`src/rtl/mem_req_ctrl_if.sv`:
```
// rtl/mem_req_ctrl_if.sv - cache request and memory array signal bundle for mem_req_ctrl
interface mem_req_ctrl_if;
    logic         ic_req;
    logic [14:0]  ic_addr;
    logic         ic_ack;
    logic [127:0] ic_rdata;
    logic         dc_req;
    logic         dc_wr;
    logic [14:0]  dc_addr;
    logic [15:0]  dc_be;
    logic [127:0] dc_wdata;
    logic         dc_ack;
    logic [127:0] dc_rdata;
    logic [14:0]  mem_addr;
    logic         mem_ce_n;
    logic         mem_oe_n;
    logic [15:0]  mem_we_n;
    logic [127:0] mem_wdata;
    logic         mem_wdata_en;
    logic [127:0] mem_rdata;

    modport slave (
        input  ic_req, ic_addr, dc_req, dc_wr, dc_addr, dc_be, dc_wdata, mem_rdata,
        output ic_ack, ic_rdata, dc_ack, dc_rdata,
        output mem_addr, mem_ce_n, mem_oe_n, mem_we_n, mem_wdata, mem_wdata_en
    );

    modport master (
        output ic_req, ic_addr, dc_req, dc_wr, dc_addr, dc_be, dc_wdata, mem_rdata,
        input  ic_ack, ic_rdata, dc_ack, dc_rdata,
        input  mem_addr, mem_ce_n, mem_oe_n, mem_we_n, mem_wdata, mem_wdata_en
    );
endinterface

```
`src/rtl/mem_req_ctrl.sv`:
```
// rtl/mem_req_ctrl.sv - arbitrates icache/dcache line requests onto a fixed-window 128-bit memory array
module mem_req_ctrl #(
    parameter int unsigned LAT = 4
) (
    input  logic         clk_i,
    input  logic         clr_n_i,
    mem_req_ctrl_if.slave bus
);

    typedef enum logic [1:0] {IDLE, ACCESS, RESP} state_e;

    state_e       state_q;
    logic         last_dc_q;
    logic         sel_dc_q;
    logic         wr_q;
    logic [3:0]   cnt_q;
    logic [14:0]  mem_addr_q;
    logic         mem_ce_n_q;
    logic         mem_oe_n_q;
    logic [15:0]  mem_we_n_q;
    logic [127:0] mem_wdata_q;
    logic         mem_wdata_en_q;
    logic         ic_ack_q;
    logic         dc_ack_q;
    logic [127:0] ic_rdata_q;
    logic [127:0] dc_rdata_q;

    logic         req_any_d;
    logic         gnt_dc_d;
    logic         wr_d;

    // On a tie the requester that did not win last time is served.
    always_comb begin
        req_any_d = bus.ic_req | bus.dc_req;
        gnt_dc_d  = bus.dc_req & (~bus.ic_req | ~last_dc_q);
        wr_d      = gnt_dc_d & bus.dc_wr;
    end

    always_ff @(posedge clk_i or negedge clr_n_i) begin
        if (!clr_n_i) begin
            state_q        <= IDLE;
            last_dc_q      <= 1'b1;
            sel_dc_q       <= 1'b0;
            wr_q           <= 1'b0;
            cnt_q          <= 4'd0;
            mem_addr_q     <= 15'd0;
            mem_ce_n_q     <= 1'b1;
            mem_oe_n_q     <= 1'b1;
            mem_we_n_q     <= 16'hFFFF;
            mem_wdata_q    <= 128'd0;
            mem_wdata_en_q <= 1'b0;
            ic_ack_q       <= 1'b0;
            dc_ack_q       <= 1'b0;
            ic_rdata_q     <= 128'd0;
            dc_rdata_q     <= 128'd0;
        end else begin
            case (state_q)
                IDLE: begin
                    if (req_any_d) begin
                        state_q        <= ACCESS;
                        sel_dc_q       <= gnt_dc_d;
                        last_dc_q      <= gnt_dc_d;
                        wr_q           <= wr_d;
                        cnt_q          <= 4'(LAT - 1);
                        mem_addr_q     <= gnt_dc_d ? bus.dc_addr : bus.ic_addr;
                        mem_ce_n_q     <= 1'b0;
                        mem_oe_n_q     <= wr_d;
                        mem_we_n_q     <= wr_d ? ~bus.dc_be : 16'hFFFF;
                        mem_wdata_en_q <= wr_d;
                        if (wr_d) begin
                            mem_wdata_q <= bus.dc_wdata;
                        end
                    end
                end
                ACCESS: begin
                    if (cnt_q == 4'd0) begin
                        state_q    <= RESP;
                        mem_ce_n_q <= 1'b1;
                        mem_oe_n_q <= 1'b1;
                        mem_we_n_q <= 16'hFFFF;
                        ic_ack_q   <= ~sel_dc_q;
                        dc_ack_q   <= sel_dc_q;
                        if (!wr_q) begin
                            if (sel_dc_q) dc_rdata_q <= bus.mem_rdata;
                            else          ic_rdata_q <= bus.mem_rdata;
                        end
                    end else begin
                        cnt_q <= cnt_q - 4'd1;
                    end
                end
                RESP: begin
                    // Write data was held through this cycle for the array's hold time.
                    state_q        <= IDLE;
                    mem_wdata_en_q <= 1'b0;
                    ic_ack_q       <= 1'b0;
                    dc_ack_q       <= 1'b0;
                    ic_rdata_q     <= 128'd0;
                    dc_rdata_q     <= 128'd0;
                end
                default: state_q <= IDLE;
            endcase
        end
    end

    assign bus.mem_addr     = mem_addr_q;
    assign bus.mem_ce_n     = mem_ce_n_q;
    assign bus.mem_oe_n     = mem_oe_n_q;
    assign bus.mem_we_n     = mem_we_n_q;
    assign bus.mem_wdata    = mem_wdata_q;
    assign bus.mem_wdata_en = mem_wdata_en_q;
    assign bus.ic_ack       = ic_ack_q;
    assign bus.dc_ack       = dc_ack_q;
    assign bus.ic_rdata     = ic_rdata_q;
    assign bus.dc_rdata     = dc_rdata_q;

endmodule
```
`src/flat_wrapper.sv`:
```
// flat-port wrapper written by rule: the top's interface ports become plain ports
module mem_req_ctrl_flat 
#(
    parameter int unsigned LAT = 4
)
  (clk_i, clr_n_i, bus_ic_req, bus_ic_addr, bus_dc_req, bus_dc_wr, bus_dc_addr, bus_dc_be, bus_dc_wdata, bus_mem_rdata, bus_ic_ack, bus_ic_rdata, bus_dc_ack, bus_dc_rdata, bus_mem_addr, bus_mem_ce_n, bus_mem_oe_n, bus_mem_we_n, bus_mem_wdata, bus_mem_wdata_en);
  mem_req_ctrl_if bus_i ();
  input  logic clk_i;
  input  logic clr_n_i;
  input wire logic [$bits(bus_i.ic_req)-1:0] bus_ic_req;
  input wire logic [$bits(bus_i.ic_addr)-1:0] bus_ic_addr;
  input wire logic [$bits(bus_i.dc_req)-1:0] bus_dc_req;
  input wire logic [$bits(bus_i.dc_wr)-1:0] bus_dc_wr;
  input wire logic [$bits(bus_i.dc_addr)-1:0] bus_dc_addr;
  input wire logic [$bits(bus_i.dc_be)-1:0] bus_dc_be;
  input wire logic [$bits(bus_i.dc_wdata)-1:0] bus_dc_wdata;
  input wire logic [$bits(bus_i.mem_rdata)-1:0] bus_mem_rdata;
  output wire logic [$bits(bus_i.ic_ack)-1:0] bus_ic_ack;
  output wire logic [$bits(bus_i.ic_rdata)-1:0] bus_ic_rdata;
  output wire logic [$bits(bus_i.dc_ack)-1:0] bus_dc_ack;
  output wire logic [$bits(bus_i.dc_rdata)-1:0] bus_dc_rdata;
  output wire logic [$bits(bus_i.mem_addr)-1:0] bus_mem_addr;
  output wire logic [$bits(bus_i.mem_ce_n)-1:0] bus_mem_ce_n;
  output wire logic [$bits(bus_i.mem_oe_n)-1:0] bus_mem_oe_n;
  output wire logic [$bits(bus_i.mem_we_n)-1:0] bus_mem_we_n;
  output wire logic [$bits(bus_i.mem_wdata)-1:0] bus_mem_wdata;
  output wire logic [$bits(bus_i.mem_wdata_en)-1:0] bus_mem_wdata_en;
  assign bus_i.ic_req = bus_ic_req;
  assign bus_i.ic_addr = bus_ic_addr;
  assign bus_i.dc_req = bus_dc_req;
  assign bus_i.dc_wr = bus_dc_wr;
  assign bus_i.dc_addr = bus_dc_addr;
  assign bus_i.dc_be = bus_dc_be;
  assign bus_i.dc_wdata = bus_dc_wdata;
  assign bus_i.mem_rdata = bus_mem_rdata;
  assign bus_ic_ack = bus_i.ic_ack;
  assign bus_ic_rdata = bus_i.ic_rdata;
  assign bus_dc_ack = bus_i.dc_ack;
  assign bus_dc_rdata = bus_i.dc_rdata;
  assign bus_mem_addr = bus_i.mem_addr;
  assign bus_mem_ce_n = bus_i.mem_ce_n;
  assign bus_mem_oe_n = bus_i.mem_oe_n;
  assign bus_mem_we_n = bus_i.mem_we_n;
  assign bus_mem_wdata = bus_i.mem_wdata;
  assign bus_mem_wdata_en = bus_i.mem_wdata_en;
  mem_req_ctrl #(.LAT(LAT)) u_core (.clk_i(clk_i), .clr_n_i(clr_n_i), .bus(bus_i));
endmodule
```
`config.mk`:
```
export PLATFORM = sky130hd
export DESIGN_NAME = mem_req_ctrl_flat
export DESIGN_NICKNAME = d
export VERILOG_FILES = /design/src/rtl/mem_req_ctrl_if.sv /design/src/rtl/mem_req_ctrl.sv /design/src/flat_wrapper.sv
export SDC_FILE = /design/constraint.sdc
export NUM_CORES = 1
export LEC_CHECK = 0
export BUFFER_PORTS_ARGS = -buffer_cell sky130_fd_sc_hd__buf_2
export CORE_AREA = 2 2 285 287
export CTS_CLUSTER_DIAMETER = 50
export DETAILED_ROUTE_END_ITERATION = 10
export DIE_AREA = 0 0 287 289
export PLACE_DENSITY_LB_ADDON = 0.15
export RECOVER_POWER = 50
export SLEW_MARGIN = 20
export SYNTH_ARGS = -nofsm -noshare
export SYNTH_HDL_FRONTEND = slang
export SYNTH_SLANG_ARGS = --single-unit
```
`constraint.sdc`:
```
create_clock -name clk_i -period 4.8 [get_ports clk_i]
set_input_delay 0.48 -clock clk_i [delete_from_list [all_inputs] [get_ports clk_i]]
set_output_delay 0.48 -clock clk_i [all_outputs]
set_load 0.03 [all_outputs]
```
# After elaboration in Yosys (flattened, before gate mapping)
# Cells that the tools add are included.
# op_classes
addsub	1
n_eq_ne	8
n_mux	29
bitwise_logic	8
n_reduce_logical	14
# op_table
operator	count
128-bit two-way mux	6
128-bit case mux with 2 select lines	2
16-bit two-way mux	3
16-bit case mux with 2 select lines	1
16-bit NOT	1
15-bit two-way mux	1
1-bit case mux with 2 select lines	5
3-bit AND reduction	3
4-bit two-way mux	2
4-bit case mux with 2 select lines	1
2-bit AND reduction	4
4-bit AND reduction	2
2-bit by 1-bit != test with 1-bit output, second input constant	3
2-bit != test, second input constant	3
2-bit nonzero test	3
1-bit two-way mux	5
4-bit zero test	1
2-bit two-way mux	2
2-bit case mux with 2 select lines	1
4-bit by 1-bit subtractor with 4-bit output, second input constant	1
1-bit NOT	3
1-bit AND	2
2-bit by 1-bit equality test with 1-bit output, second input constant	1
2-bit equality test, second input constant	1
2 further kinds	3
# word_totals
ff_bits	429
inputBits	307
out_inout_bits	420

# Depth between registers and ports, before layout
# depth
word_depth	7
depth_mapped	9
mapped_depth_nobuf	5

# Worst setup path after synthesis
# Ideal clock, no wire load.
# synth_path
kind	reg2reg
from	register u_core.cnt_q[0]
to	register u_core.dc_rdata_q[15] (netlist: u_core.bus.dc_rdata[15])
arrival_time_ns	2.125
t_required_ns	4.721
slack_ns	2.596
path_stages_with_launch	9
path_buffers	3
cell_sequence	dfrtp_1 -> inv_1 -> ha_1 -> nor3b_1 -> and2_1 -> buf_2 -> buf_2 -> buf_2 -> mux2i_1
# synth_via
elab_chain_cells	3
# synth_rtl
element	line_no	rtl
start, declared	mem_req_ctrl.sv:16	logic [3:0] cnt_q;
start signal, assigned	mem_req_ctrl.sv:64	cnt_q <= 4'(LAT - 1);
start signal, assigned	mem_req_ctrl.sv:88	cnt_q <= cnt_q - 4'd1;
4-bit zero test	mem_req_ctrl.sv:76	if (cnt_q == 4'd0) begin
2-bit by 1-bit != test with 1-bit output (no source line)	-	
4-bit AND reduction (no source line)	-	
end signal, assigned	mem_req_ctrl.sv:84	if (sel_dc_q) dc_rdata_q <= bus.mem_rdata;
end, declared	mem_req_ctrl.sv:26	logic [127:0] dc_rdata_q;
# Every way passes these cells.
# A chain may end at the register's enable or synchronous reset.

==> impl_metrics.json <==
{
  "avgRoutedWirePerCell_um": 20.0,
  "die_x_um": 287,
  "power.share.switching_pct": 45.9,
  "power_leakage_nw": 12.1,
  "max_slew.worst_pin.slew_ns": 3.07,
  "core_um2": 79900,
  "ios": 727,
  "cts_tree": "yes",
  "fin_crit_ns": 3.27,
  "ir_worst_vdd_uv": 390,
  "yosysWarnings": 0,
  "viasPerCell": 4.23,
  "dieHeight_um": 289,
  "num_rows": 104,
  "fmax_mhz": 306,
  "setup_viol": 0,
  "vias": 14286,
  "insertion_delay_ns": 0.61,
  "clk_path_buf_depth": 3,
  "relSlewSlack_pct": -104,
  "p_int_w": 0.0109,
  "dp_hpwl_mm": 48.5,
  "power_frac_seq_pct": 31.9,
  "final_nets": 2566,
  "syn_avg_cell_area_um2": 11.4,
  "start_kind": "primary input",
  "die_area_um2": 82900,
  "slowest_stage": "clkbuf_2",
  "area_delta_synth_final_pct": 39.3,
  "h-tree-depth": 3,
  "drc": 0,
  "firstDrtPassIters": 4,
  "antenna_found_initial": 23,
  "worst_ep_arrival_time_ns": 3.95,
  "ys_top_cells_by_area": "dfrtp_1, mux2i_1, mux2_2",
  "synth.distinct_cells": 40,
  "initial_core_util_pct": 21.9,
  "drt-initial-drc-count": 647,
  "cp_max_fo": 109,
  "grt_pass1_vias": 15277,
  "gp_congestion": 0.779,
  "critical_path.cell_chain": "dlygate4sd3_1 -> clkbuf_2 -> buf_4",
  "tns_ns": 0,
  "cts_made_buffers": 70,
  "cp.required_ns": 5.48,
  "status": "finished with violations",
  "yosysSeqAreaShare_pct": 61.4,
  "synth_top_area_cell": "dfrtp_1",
  "grt_pass1_wl_mm": 98.5,
  "routed_wl_mm": 67.5,
  "ant_nets": 0,
  "grt_remaining_overflow": 0,
  "cts_resized": 0,
  "ctsRootBufferMaster": "clkbuf_16",
  "cpPeakStageDelay_ns": 2.13,
  "final_cell_mix": "clkbuf_1, dfrtp_1, buf_2",
  "power_density_nw_per_um2": 826,
  "grt_util_all_layers_pct": 15.7,
  "end_kind": "async pin",
  "io_buffer_count": 726,
  "fin_worst_skew_ns": 0.0246,
  "finalCritPeriodShare_pct": 68.0,
  "path_buf_inv": 3,
  "hold_viol": 0,
  "hp-class": "primary input to flip-flop",
  "grt_max_degree": 145,
  "slew_viol_final": 108,
  "maxCapViolCount": 1,
  "crit_type": "primary input to async pin",
  "synthesis.nets": 1842,
  "cts.sinks": 429,
  "crit_family": "buffers and inverters",
  "switchingPower_w": 0.00926,
  "yosysTopAreaCellShare_pct": 58.5,
  "rsz0062_at_grt": "no",
  "violations": "capacitance limit, slew limit",
  "fin_util_pct": 30.6,
  "syn_inst": 1533,
  "cts.clk_slew.worst_paths_ns": 0.05,
  "pwr-share-comb_pct": 41.6,
  "ys_ff_latch": 429,
  "synth_area_um2": 17500,
  "drive_gt1_share_pct": 26.8,
  "pwr-share-clk_pct": 26.5
}
==> routing by layer <==
layer / up-vias / share of wire [%] / global-route usage, %
li1: 6611 / - / -
met1: 7033 / 38 / 17.8
met4: 22 / 3.0 / 5.23
met5: - / 0.22 / 0
met2: 494 / 51 / 27.5
met3: 126 / 7.5 / 5.27
==> metrics by stage <==
step / cell area, um2 / instances / hold slack (ns) / setup slack (ns) / total power, W
6_report: 24400 / 3381 / 0.0536 / 1.53 / 0.0202
5_1_grt: 24400 / 3381 / 0.0128 / 0.963 / 0.0213
4_1_cts: 24900 / 3371 / 0.0143 / 1.89 / 0.0210
3_5_place_dp: 22300 / 3230 / 0.490 / 1.91 / 0.0155
3_3_place_gp: 22300 / 3230 / 0.484 / 1.97 / 0.0153
2_1_floorplan: 17500 / 1533 / 0.184 / 2.60 / 0.0121
==> cells by family after synthesis <==
logic type | synth area share (%)
buffers and inverters | 5.19
AND/OR/NAND/NOR | 10.2
adder cells (fa/ha/maj) | 0.143
AO/OA/AOI/OAI | 5.66
flip-flops | 61.4
multiplexers | 17.5
==> state kept, by name, indices dropped and copies added, names as in the netlist, 2 cells and up <==
signal / cells
u_core.bus.dc_rdata: 128
u_core.bus.ic_rdata: 128
u_core.bus.mem_addr: 15
u_core.bus.mem_wdata: 128
u_core.bus.mem_we_n: 16
u_core.cnt_q: 4
u_core.state_q: 2
==> final timing paths <==
| check | endpoint | depth (start not counted) | from | slack (ns) |
|---|---|---|---|---|
| worst max-delay path | u_core.bus.mem_we_n[10] | 3 | clr_n_i | 1.53 |
| worst min-delay path | u_core.bus.mem_we_n[0] | 2 | bus_dc_be[0] | 0.05 |
| worst max register to register | u_core.bus.ic_rdata[35] | 6 | u_core.cnt_q[0] | 1.71 |
| worst min register to register | u_core.bus.mem_we_n[5] | 1 | u_core.bus.mem_we_n[5] | 0.50 |
| max in group clk_i | u_core.bus.ic_rdata[35] | 6 | u_core.cnt_q[0] | 1.71 |
| min in group asynchronous | u_core.bus.mem_wdata[33] | 2 | clr_n_i | 1.42 |
==> cells in the mapped netlist <==
cell	count
dfrtp_1	410
nand2_1	287
mux2i_1	162
o21ai_0	145
mux2_2	128
inv_1	103
nand3_1	102
clkbuf_1	76
buf_2	19
dfstp_2	19
a2bb2oi_1	16
nand4_1	12
buf_6	11
buf_1	5
nor2_1	4
o21a_1	4
a21oi_1	3
a211oi_1	2
a21o_1	2
ha_1	2
nand2b_1	2
a21bo_2	1
a21boi_0	1
a22o_1	1
a31oi_1	1
and2_1	1
and3_1	1
nand4b_1	1
nor2b_1	1
nor3_1	1
nor3b_1	1
nor4_1	1
nor4_2	1
nor4bb_1	1
o211ai_1	1
o21ai_1	1
o22ai_1	1
or2_2	1
or3b_1	1
or4_1	1
==> power by group through the flow <==
stage	registers (W)	logic, W	clock network [W]
after global placement	0.00640	0.00894	0
after CTS	0.00640	0.00905	0.00551
after detailed placement	0.00643	0.00903	0
final	0.00644	0.00839	0.00535
after floorplan	0.00983	0.00228	0
after global routing	0.00667	0.00898	0.00567
==> final cells by class <==
cell class	count	area, um2
diodes	10	25.0
clock buffers	86	1890
clock inverters	40	613
fillers	8561	55500
inverters	103	387
multi-input cells	890	5920
flip-flops and latches	429	10800
well taps	1060	1330
repair buffers	763	3510
==> what timing repair did <==
| action | in CTS | in global routing |
|---|---|---|
| setup buffers | 0 | 0 |
| hold buffers | 15 | 0 |
| hold endpoints to repair | 24 | 0 |
Note: power is estimated with default switching activity, not from simulation.
